File: config.mk
export PLATFORM = sky130hd
export DESIGN_NAME = pipe_right_rotator
export DESIGN_NICKNAME = d
export VERILOG_FILES = /design/src/rtl/pipe_rot_pkg.sv /design/src/rtl/rot_stage.sv /design/src/rtl/pipe_right_rotator.sv
export SDC_FILE = /design/constraint.sdc
export NUM_CORES = 1
export LEC_CHECK = 0
export ABC_CLOCK_PERIOD_IN_PS = 1810
export CORE_MARGIN = 2
export CORE_UTILIZATION = 60
export DETAILED_ROUTE_END_ITERATION = 12
export DONT_BUFFER_PORTS = 1
export GPL_ROUTABILITY_DRIVEN = 0
export PLACE_DENSITY = 0.88
export SETUP_SLACK_MARGIN = 0.02
export SLEW_MARGIN = 40
export SYNTH_ARGS = -nofsm -noshare
export SYNTH_HDL_FRONTEND = slang
export SYNTH_SLANG_ARGS = --single-unit
File: constraint.sdc
create_clock -name clk -period 1.81 [get_ports clk]
set_clock_uncertainty 0.05 [all_clocks]
set_input_delay 0.4525 -clock clk [delete_from_list [all_inputs] [get_ports clk]]
set_output_delay 0.4525 -clock clk [all_outputs]
set_load 0.01 [all_outputs]
File: src/rtl/pipe_rot_pkg.sv
`default_nettype none
// ============================================================================
// Module   : pipe_rot_pkg
// Purpose  : Shared constants and the rotate-right helper used by every
//            stage of pipe_right_rotator.
// Contents : c_n / c_w      - default log2 width and derived data width
//            c_n_max/c_w_max - widest configuration the helper supports
//            rotate_right()  - rotate a word of 'width' bits right by 'amount'
// Revision : 1.0 - initial release
// ============================================================================
package pipe_rot_pkg;

    localparam int unsigned c_n     = 4;
    localparam int unsigned c_w     = 2 ** c_n;
    localparam int unsigned c_n_max = 6;
    localparam int unsigned c_w_max = 2 ** c_n_max;

    // 'data' must be zero above bit width-1. The left-shifted copy supplies
    // the wrapped-around low bits; the mask drops whatever it pushes past
    // the top of the word.
    function automatic logic [c_w_max-1:0] rotate_right(
        input logic [c_w_max-1:0] data,
        input int unsigned        width,
        input int unsigned        amount
    );
        logic [c_w_max-1:0] mask;
        mask = (width >= c_w_max) ? '1
                                  : ((c_w_max'(1) << width) - c_w_max'(1));
        return ((data >> amount) | (data << (width - amount))) & mask;
    endfunction

endpackage
`default_nettype wire

File: src/rtl/rot_stage.sv
`default_nettype none
// ============================================================================
// Module   : rot_stage
// Purpose  : One register stage of the rotator pipeline. Rotates the incoming
//            word right by 2**STAGE when amount bit STAGE is set, and carries
//            the remaining amount bits forward with this stage's bit cleared.
// Ports    : clk, rst_n                      - clock, async active-low reset
//            up_valid/up_ready/up_data/up_amt - word arriving from upstream
//            down_valid/down_ready/down_data/down_amt - word held by stage
// Revision : 1.0 - initial release
// ============================================================================
module rot_stage
    import pipe_rot_pkg::*;
#(
    parameter  int unsigned N     = c_n,
    parameter  int unsigned STAGE = 0,
    localparam int unsigned W     = 2 ** N
) (
    input  logic         clk,
    input  logic         rst_n,
    input  logic         up_valid,
    output logic         up_ready,
    input  logic [W-1:0] up_data,
    input  logic [N-1:0] up_amt,
    output logic         down_valid,
    input  logic         down_ready,
    output logic [W-1:0] down_data,
    output logic [N-1:0] down_amt
);

    localparam logic [N-1:0] c_stage_bit = N'(1) << STAGE;

    logic               r_valid;
    logic [W-1:0]       r_data;
    logic [N-1:0]       r_amt;
    logic               w_load;
    logic [c_w_max-1:0] w_rot_ext;
    logic [W-1:0]       w_next_data;

    // The stage can take a new word when it is empty or its word is leaving.
    assign w_load   = !r_valid || down_ready;
    assign up_ready = w_load;

    assign w_rot_ext   = rotate_right(c_w_max'(up_data), W, 2 ** STAGE);
    assign w_next_data = up_amt[STAGE] ? w_rot_ext[W-1:0] : up_data;

    generate
        if (W < c_w_max) begin : g_unused_pad
            logic w_unused_hi;
            assign w_unused_hi = |w_rot_ext[c_w_max-1:W];
        end
    endgenerate

    // Loading with no upstream word turns this stage into a bubble.
    always_ff @(posedge clk or negedge rst_n) begin
        if (!rst_n) begin
            r_valid <= 1'b0;
            r_data  <= '0;
            r_amt   <= '0;
        end else if (w_load) begin
            r_valid <= up_valid;
            if (up_valid) begin
                r_data <= w_next_data;
                r_amt  <= up_amt & ~c_stage_bit;
            end
        end
    end

    assign down_valid = r_valid;
    assign down_data  = r_data;
    assign down_amt   = r_amt;

endmodule
`default_nettype wire

File: src/rtl/pipe_right_rotator.sv
`default_nettype none
// ============================================================================
// Module   : pipe_right_rotator
// Purpose  : N-stage pipelined barrel rotator (right rotate) with valid/ready
//            handshakes on both sides; one word per cycle, latency N.
// Ports    : clk, rst_n            - clock, async active-low reset
//            in_valid/in_ready     - upstream handshake
//            in_data, in_amt       - word and right-rotate amount
//            out_valid/out_ready   - downstream handshake
//            out_data              - rotated word
//            busy                  - any stage holds a word
// Revision : 1.0 - initial release
// ============================================================================
module pipe_right_rotator
    import pipe_rot_pkg::*;
#(
    parameter  int unsigned N = c_n,
    localparam int unsigned W = 2 ** N
) (
    input  logic         clk,
    input  logic         rst_n,
    input  logic         in_valid,
    output logic         in_ready,
    input  logic [W-1:0] in_data,
    input  logic [N-1:0] in_amt,
    output logic         out_valid,
    input  logic         out_ready,
    output logic [W-1:0] out_data,
    output logic         busy
);

    // Forward path: index k is the input of stage k, index N the final output.
    logic [N:0]   w_valid;
    logic [W-1:0] w_data [0:N];
    logic [N-1:0] w_amt  [0:N];

    assign w_valid[0] = in_valid;
    assign w_data[0]  = in_data;
    assign w_amt[0]   = in_amt;

    // The ready chain is combinational from out_ready back to in_ready, so
    // each stage keeps its ready in its own generate scope rather than in a
    // shared vector.
    generate
        for (genvar k = 0; k < N; k++) begin : g_stage
            logic w_up_ready;
            logic w_down_ready;

            if (k == N - 1) begin : g_last
                assign w_down_ready = out_ready;
            end else begin : g_mid
                assign w_down_ready = g_stage[k+1].w_up_ready;
            end

            rot_stage #(
                .N     (N),
                .STAGE (k)
            ) u_stage (
                .clk        (clk),
                .rst_n      (rst_n),
                .up_valid   (w_valid[k]),
                .up_ready   (w_up_ready),
                .up_data    (w_data[k]),
                .up_amt     (w_amt[k]),
                .down_valid (w_valid[k+1]),
                .down_ready (w_down_ready),
                .down_data  (w_data[k+1]),
                .down_amt   (w_amt[k+1])
            );
        end
    endgenerate

    assign in_ready  = g_stage[0].w_up_ready;
    assign out_valid = w_valid[N];
    assign out_data  = w_data[N];
    assign busy      = |w_valid[N:1];

    // Every amount bit has been consumed by the time a word leaves.
    logic w_unused_amt;
    assign w_unused_amt = |w_amt[N];

endmodule
`default_nettype wire

After elaboration in Yosys (flattened, before gate mapping)
Cells that the tools add are included.
{"block": "op_classes", "mux": 4, "reduce_logical": 13, "bitwise": 4}
{"operator": "$mux W16", "count": 4}
{"operator": "$or A12 B16 Y16", "count": 1}
{"operator": "$or A14 B16 Y16", "count": 1}
{"operator": "$or A15 B16 Y16", "count": 1}
{"operator": "$or A8 B16 Y16", "count": 1}
{"operator": "$reduce_and A2 Y1", "count": 4}
{"operator": "$logic_not A1 Y1", "count": 4}
{"operator": "$logic_or A1 B1 Y1", "count": 4}
{"operator": "$reduce_or A4 Y1", "count": 1}
{"block": "totals", "elab_cells": 32, "inputBits": 24, "ff_bits": 74}

Longest topological paths before layout
{"block": "depth", "word_depth": 6, "ltp_mapped": 5, "depth_no_buf": 3}

By module
A second synthesis with hierarchy kept.
{"block": "hier_totals", "hier_cells": 345, "hier_area_um2": 4071.4}
{"mod": "rot_stage", "seq_area_each_um2": 500.5, "instances": 4, "area_each_um2": 1016.0, "cells_each": 86}
{"mod": "pipe_right_rotator", "seq_area_each_um2": 0.0, "instances": 1, "area_each_um2": 7.5, "cells_each": 1}

Worst setup path after synthesis
OpenSTA, ideal clock, no wires.
{"block": "synth_path", "path_type": "in2reg", "startpoint": "input in_amt[0]", "endpoint": "register g_stage[0].u_stage.r_data[15]", "required_ns": 1.635, "t_arrival_ns": 1.564, "slack_ns": 0.072, "path_stages": 4, "n_path_buf": 2, "cell_sequence": "buf_2 -> clkbuf_1 -> mux2_2 -> mux2_2"}
{"block": "synth_between", "elab_chain_cells": 1}
{"item": "from (decl)", "line_no": "pipe_right_rotator.sv:25", "rtl": "input logic [N-1:0] in_amt,"}
{"item": "$mux W16", "line_no": "rot_stage.sv:45", "rtl": "assign w_next_data = up_amt[STAGE] ? w_rot_ext[W-1:0] : up_data;"}
{"item": "to (signal assigned)", "line_no": "rot_stage.sv:63", "rtl": "r_data <= w_next_data;"}
{"item": "to (decl)", "line_no": "rot_stage.sv:34", "rtl": "logic [W-1:0] r_data;"}
No other way between the ends.
A chain may end at the register's enable or synchronous reset.

Worst setup path after layout
{"block": "layout_path", "startpoint": "register g_stage[2].u_stage.r_valid", "endpoint": "output busy"}
{"block": "layout_between", "elab_chain_cells": 1}
{"item": "from (decl)", "line_no": "rot_stage.sv:33", "rtl": "logic r_valid;"}
{"item": "from (signal assigned)", "line_no": "rot_stage.sv:61", "rtl": "r_valid <= up_valid;"}
{"item": "$reduce_or A4 Y1", "line_no": "pipe_right_rotator.sv:76", "rtl": "assign busy = |w_valid[N:1];"}
{"item": "to (decl)", "line_no": "pipe_right_rotator.sv:29", "rtl": "output logic busy"}
No other way between the ends.

==> reports/results.txt <==
The maximum number of pins on one net before global-route repair came out at 75. The worst slack on hold paths was -254 ps; the share of power burned in the clock network was 0.222. STA classifies the critical path startpoint as a flip-flop. The later pin in the worst-skew pair is clocked with a latency of 350 ps.

The signal on the critical path passes through or4_4. The repair_antennas step left the layout with diodes totalling 0. The final reports fail on hold timing. The vertical die dimension was 80.7 um; the number of input and output port buffers inserted was 0. The tools report the worst endpoint required time as 1310 ps. The logs give 0.00170 W for the net switching component of the power and 411 for the fill cell instance count of the final layout.

Combined global-route utilization of all metal layers: 0.221. Setup repair after global routing could not meet its margin everywhere. The number of placed instances, taps included, is 336. The tools report the maximum operating frequency as 553 MHz.

The final core utilization is 0.678. The die covers 0.00652 sq mm. The instance count on the critical path was 1; the number of cells on the worst reg-to-reg path was 5. The signed area change from the synthesized netlist to the final layout works out to 7.54%. The share of the clock period used by the worst path after layout is 0.999. The tools report the starting density of the core as 0.630. The placeable core region is 0.00561 sq mm, and the worst slew margin relative to its limit is 0.592. Timing analysis after detailed placement gives a worst setup slack of 159 ps. The logs give 0.253 for the combinational share of power and 0 for the final number of setup-violating endpoints. The H-tree generated during clock tree synthesis spans 3 levels. The clock-pin transition on the worst setup and hold timing paths is 70 ps. The tools report the leakage power as 1.61 nW. The number of synthesized register bits was 74.

The routed via count divided by cell count was 5.91. After synthesis, the mean cell area works out to 12.8 sq um. The number of buffers and inverters on the critical path is 0. The tree is rooted in a sky130_fd_sc_hd__clkbuf_8. The switching part of the total power is 0.318.

Most common cell in the netlist: sky130_fd_sc_hd__dfrtp_1. After the first detailed-routing iteration, the DRC count stood at 102. Max-cap violations in this run came to 0. Buffers inserted during clock tree synthesis total 9.

After detailed routing, the number of remaining DRC violations is 0. The first global-routing pass estimated 10700 um of wire. The logs give 0 for the initial antenna violation count and 0 for the count of yosys warnings during synthesis.

The proportion of layout cells with a drive suffix above 1 was 0.365; the number of rows in the core area was 27. The number of nets with antenna violations after routing was 0; the maximum clock insertion buffer count was 2. CTS saw 74 sinks. The share of total power in sequential cells came out at 0.525. The run gives 0.524 as the sequential-to-total area share from yosys stat. The average detailed-routed wire length per instance was 17.4 um; the total via count after detailed routing was 2091.

The number of max-slew violations in the final report was 0. The share of async-settable or async-resettable flops after synthesis was 1.00; the net count of the mapped netlist was 300. The critical path is of the reg -> out type. Counting I/O delays and the setup requirement, the final critical path takes 1810 ps.

The highest ir drop seen on vdd came out at 714 uV. In this run the count of I/O pins placed on the die edge is 43. After detailed routing, the total wire length is 6150 um. The worst setup path is captured at an output port.

Global routing finished with a remaining overflow of 0. Data arrival time of the critical path: 1300 ps. By count the netlist is led by 74 x sky130_fd_sc_hd__dfrtp_1, 64 x sky130_fd_sc_hd__a21oi_1, 60 x sky130_fd_sc_hd__mux2_2. After synthesis, the cell types taking the most area are sky130_fd_sc_hd__dfrtp_1 52%, sky130_fd_sc_hd__mux2_2 19%, sky130_fd_sc_hd__a21oi_1 9.1%. The die is 80.7 um wide. TritonCTS built the clock tree. The summed instance area of the synthesized netlist came out at 0.00353 sq mm. The min-delay analysis places its worst path in the category in -> async. The run gives 2204 as the via count of the first global-routing pass.

In this run, distinct cell masters in the synthesized netlist total 21. Measured slew at the worst slew-check pin: 612 ps. Excluding fillers, the count of instances in the completed layout stands at 354. The run finished, with violations left. Among all flip-flop cells after synthesis, the most frequent one is sky130_fd_sc_hd__dfrtp_1. Broken down by cell family, the worst path's largest delay share belongs to simple AND/OR/NAND/NOR gates. After layout, the worst setup slack is 2.56 ps. Leading area contributor after synthesis: sky130_fd_sc_hd__dfrtp_1.

The power density over the cells works out to 1410 mW/mm^2. In this run, synthesis inferred 0 flip-flops with an integrated enable. The largest single stage delay on the critical path is 560 ps. The HPWL after detailed placement is 4140 um. The share of the synthesized area in the top cell type was 0.524. For the post-layout net count, the log shows 301. The peak fanout along the critical path was 4. Slowest stage cell on the critical path: sky130_fd_sc_hd__or4_4. The total negative setup slack was 0 ps. The final number of hold-violating endpoints was 74; the gate count after technology mapping was 276. The first detailed-routing pass took 4 iterations.

Cell internal power was estimated by the tool at 0.00365 W.
power groups by stage:
stage | Combinational [W] | Sequential (W) | Clock [W]
after detailed placement | 0.00133 | 0.00284 | 0
after global placement | 0.00129 | 0.00279 | 0
after CTS | 0.00137 | 0.00281 | 0.00121
final | 0.00135 | 0.00280 | 0.00119
after global routing | 0.00151 | 0.00291 | 0.00130
after floorplan | 0.00127 | 0.00259 | 0
timing repair:
item,CTS,global route
endpoints found under the hold margin,74,74
pin swaps,1,1
endpoints found under the setup margin,2,2
buffers inserted,2,0
gates resized for setup,3,1
registers in the layout, indices dropped and copies added, names as in the netlist:
name and flops:
g_stage.u_stage.down_amt 6, g_stage.u_stage.down_data 64, g_stage.u_stage.down_valid 4
layer usage:
layer,vias up,track usage,wire (um)
met5,-,0,0
met3,10,0.0667,376
met2,62,0.342,2770
met4,0,0.100,102
met1,1019,0.289,2900
li1,1000,-,-
cell families (layout without fill, tap and decap cells):
family          count (synthesis)  after routing  share of synthesized area
simple gates                   10             10                     0.0177
flops                          74             74                      0.524
buf+inv                        23             29                     0.0343
compound gates                 67             67                     0.0995
mux                           102            102                      0.324
cells in the final DEF (no fill, tap or decap):
master                     Yosys  routed
sky130_fd_sc_hd__o21ai_4       1       1
sky130_fd_sc_hd__nor2_2        1       1
sky130_fd_sc_hd__clkbuf_8      0      12
sky130_fd_sc_hd__dfrtp_2       0       3
sky130_fd_sc_hd__clkbuf_1      8       2
sky130_fd_sc_hd__a21boi_2      0       1
sky130_fd_sc_hd__buf_12        0       1
sky130_fd_sc_hd__inv_1         2       2
sky130_fd_sc_hd__dfrtp_1      74      71
sky130_fd_sc_hd__mux2_2       60      60
sky130_fd_sc_hd__nand4b_1      1       1
sky130_fd_sc_hd__nand2_1       3       3
sky130_fd_sc_hd__and4b_2       0       1
sky130_fd_sc_hd__nand2b_1      2       2
sky130_fd_sc_hd__mux2_4       10      10
sky130_fd_sc_hd__and2_1        1       1
sky130_fd_sc_hd__clkinv_2      0       2
sky130_fd_sc_hd__a21oi_1      64      64
sky130_fd_sc_hd__or4_4         0       1
sky130_fd_sc_hd__buf_4         1      10
sky130_fd_sc_hd__o21bai_1      1       1
sky130_fd_sc_hd__mux2i_1      32      32
worst paths after layout:
path	to	startpoint	slack [ps]
setup / recovery	busy	g_stage[2].u_stage.down_valid	3
hold / removal	g_stage[2].u_stage.down_data[11]	rst_n	-250
setup reg to reg	g_stage[2].u_stage.down_amt[3]	g_stage[2].u_stage.down_valid	150
hold reg to reg	g_stage[0].u_stage.down_amt[3]	g_stage[0].u_stage.down_amt[3]	470
max in group asynchronous	g_stage[1].u_stage.down_data[10]	rst_n	1870
min in group clk	g_stage[0].u_stage.down_valid	in_valid	170
per-stage QoR:
| step | instance area (sq um) | total power [W] |
|---|---|---|
| after floorplan | 3530 | 0.00386 |
| after global placement | 3590 | 0.00408 |
| after detailed placement | 3590 | 0.00416 |
| after CTS | 3800 | 0.00538 |
| after global routing | 3800 | 0.00572 |
| final | 3800 | 0.00534 |
cell type report:
type	instances	area (sq um)	share of cell area
clock buffer	14	173	0.0454
clock inverter	2	10.0	0.00263
inverter	2	7.51	0.00198
multi-input combinational	179	1570	0.413
sequential	74	1860	0.488
tap	72	90.1	0.0237
timing repair buffer	11	95.1	0.0250
Power figures use the tool's default switching activity.
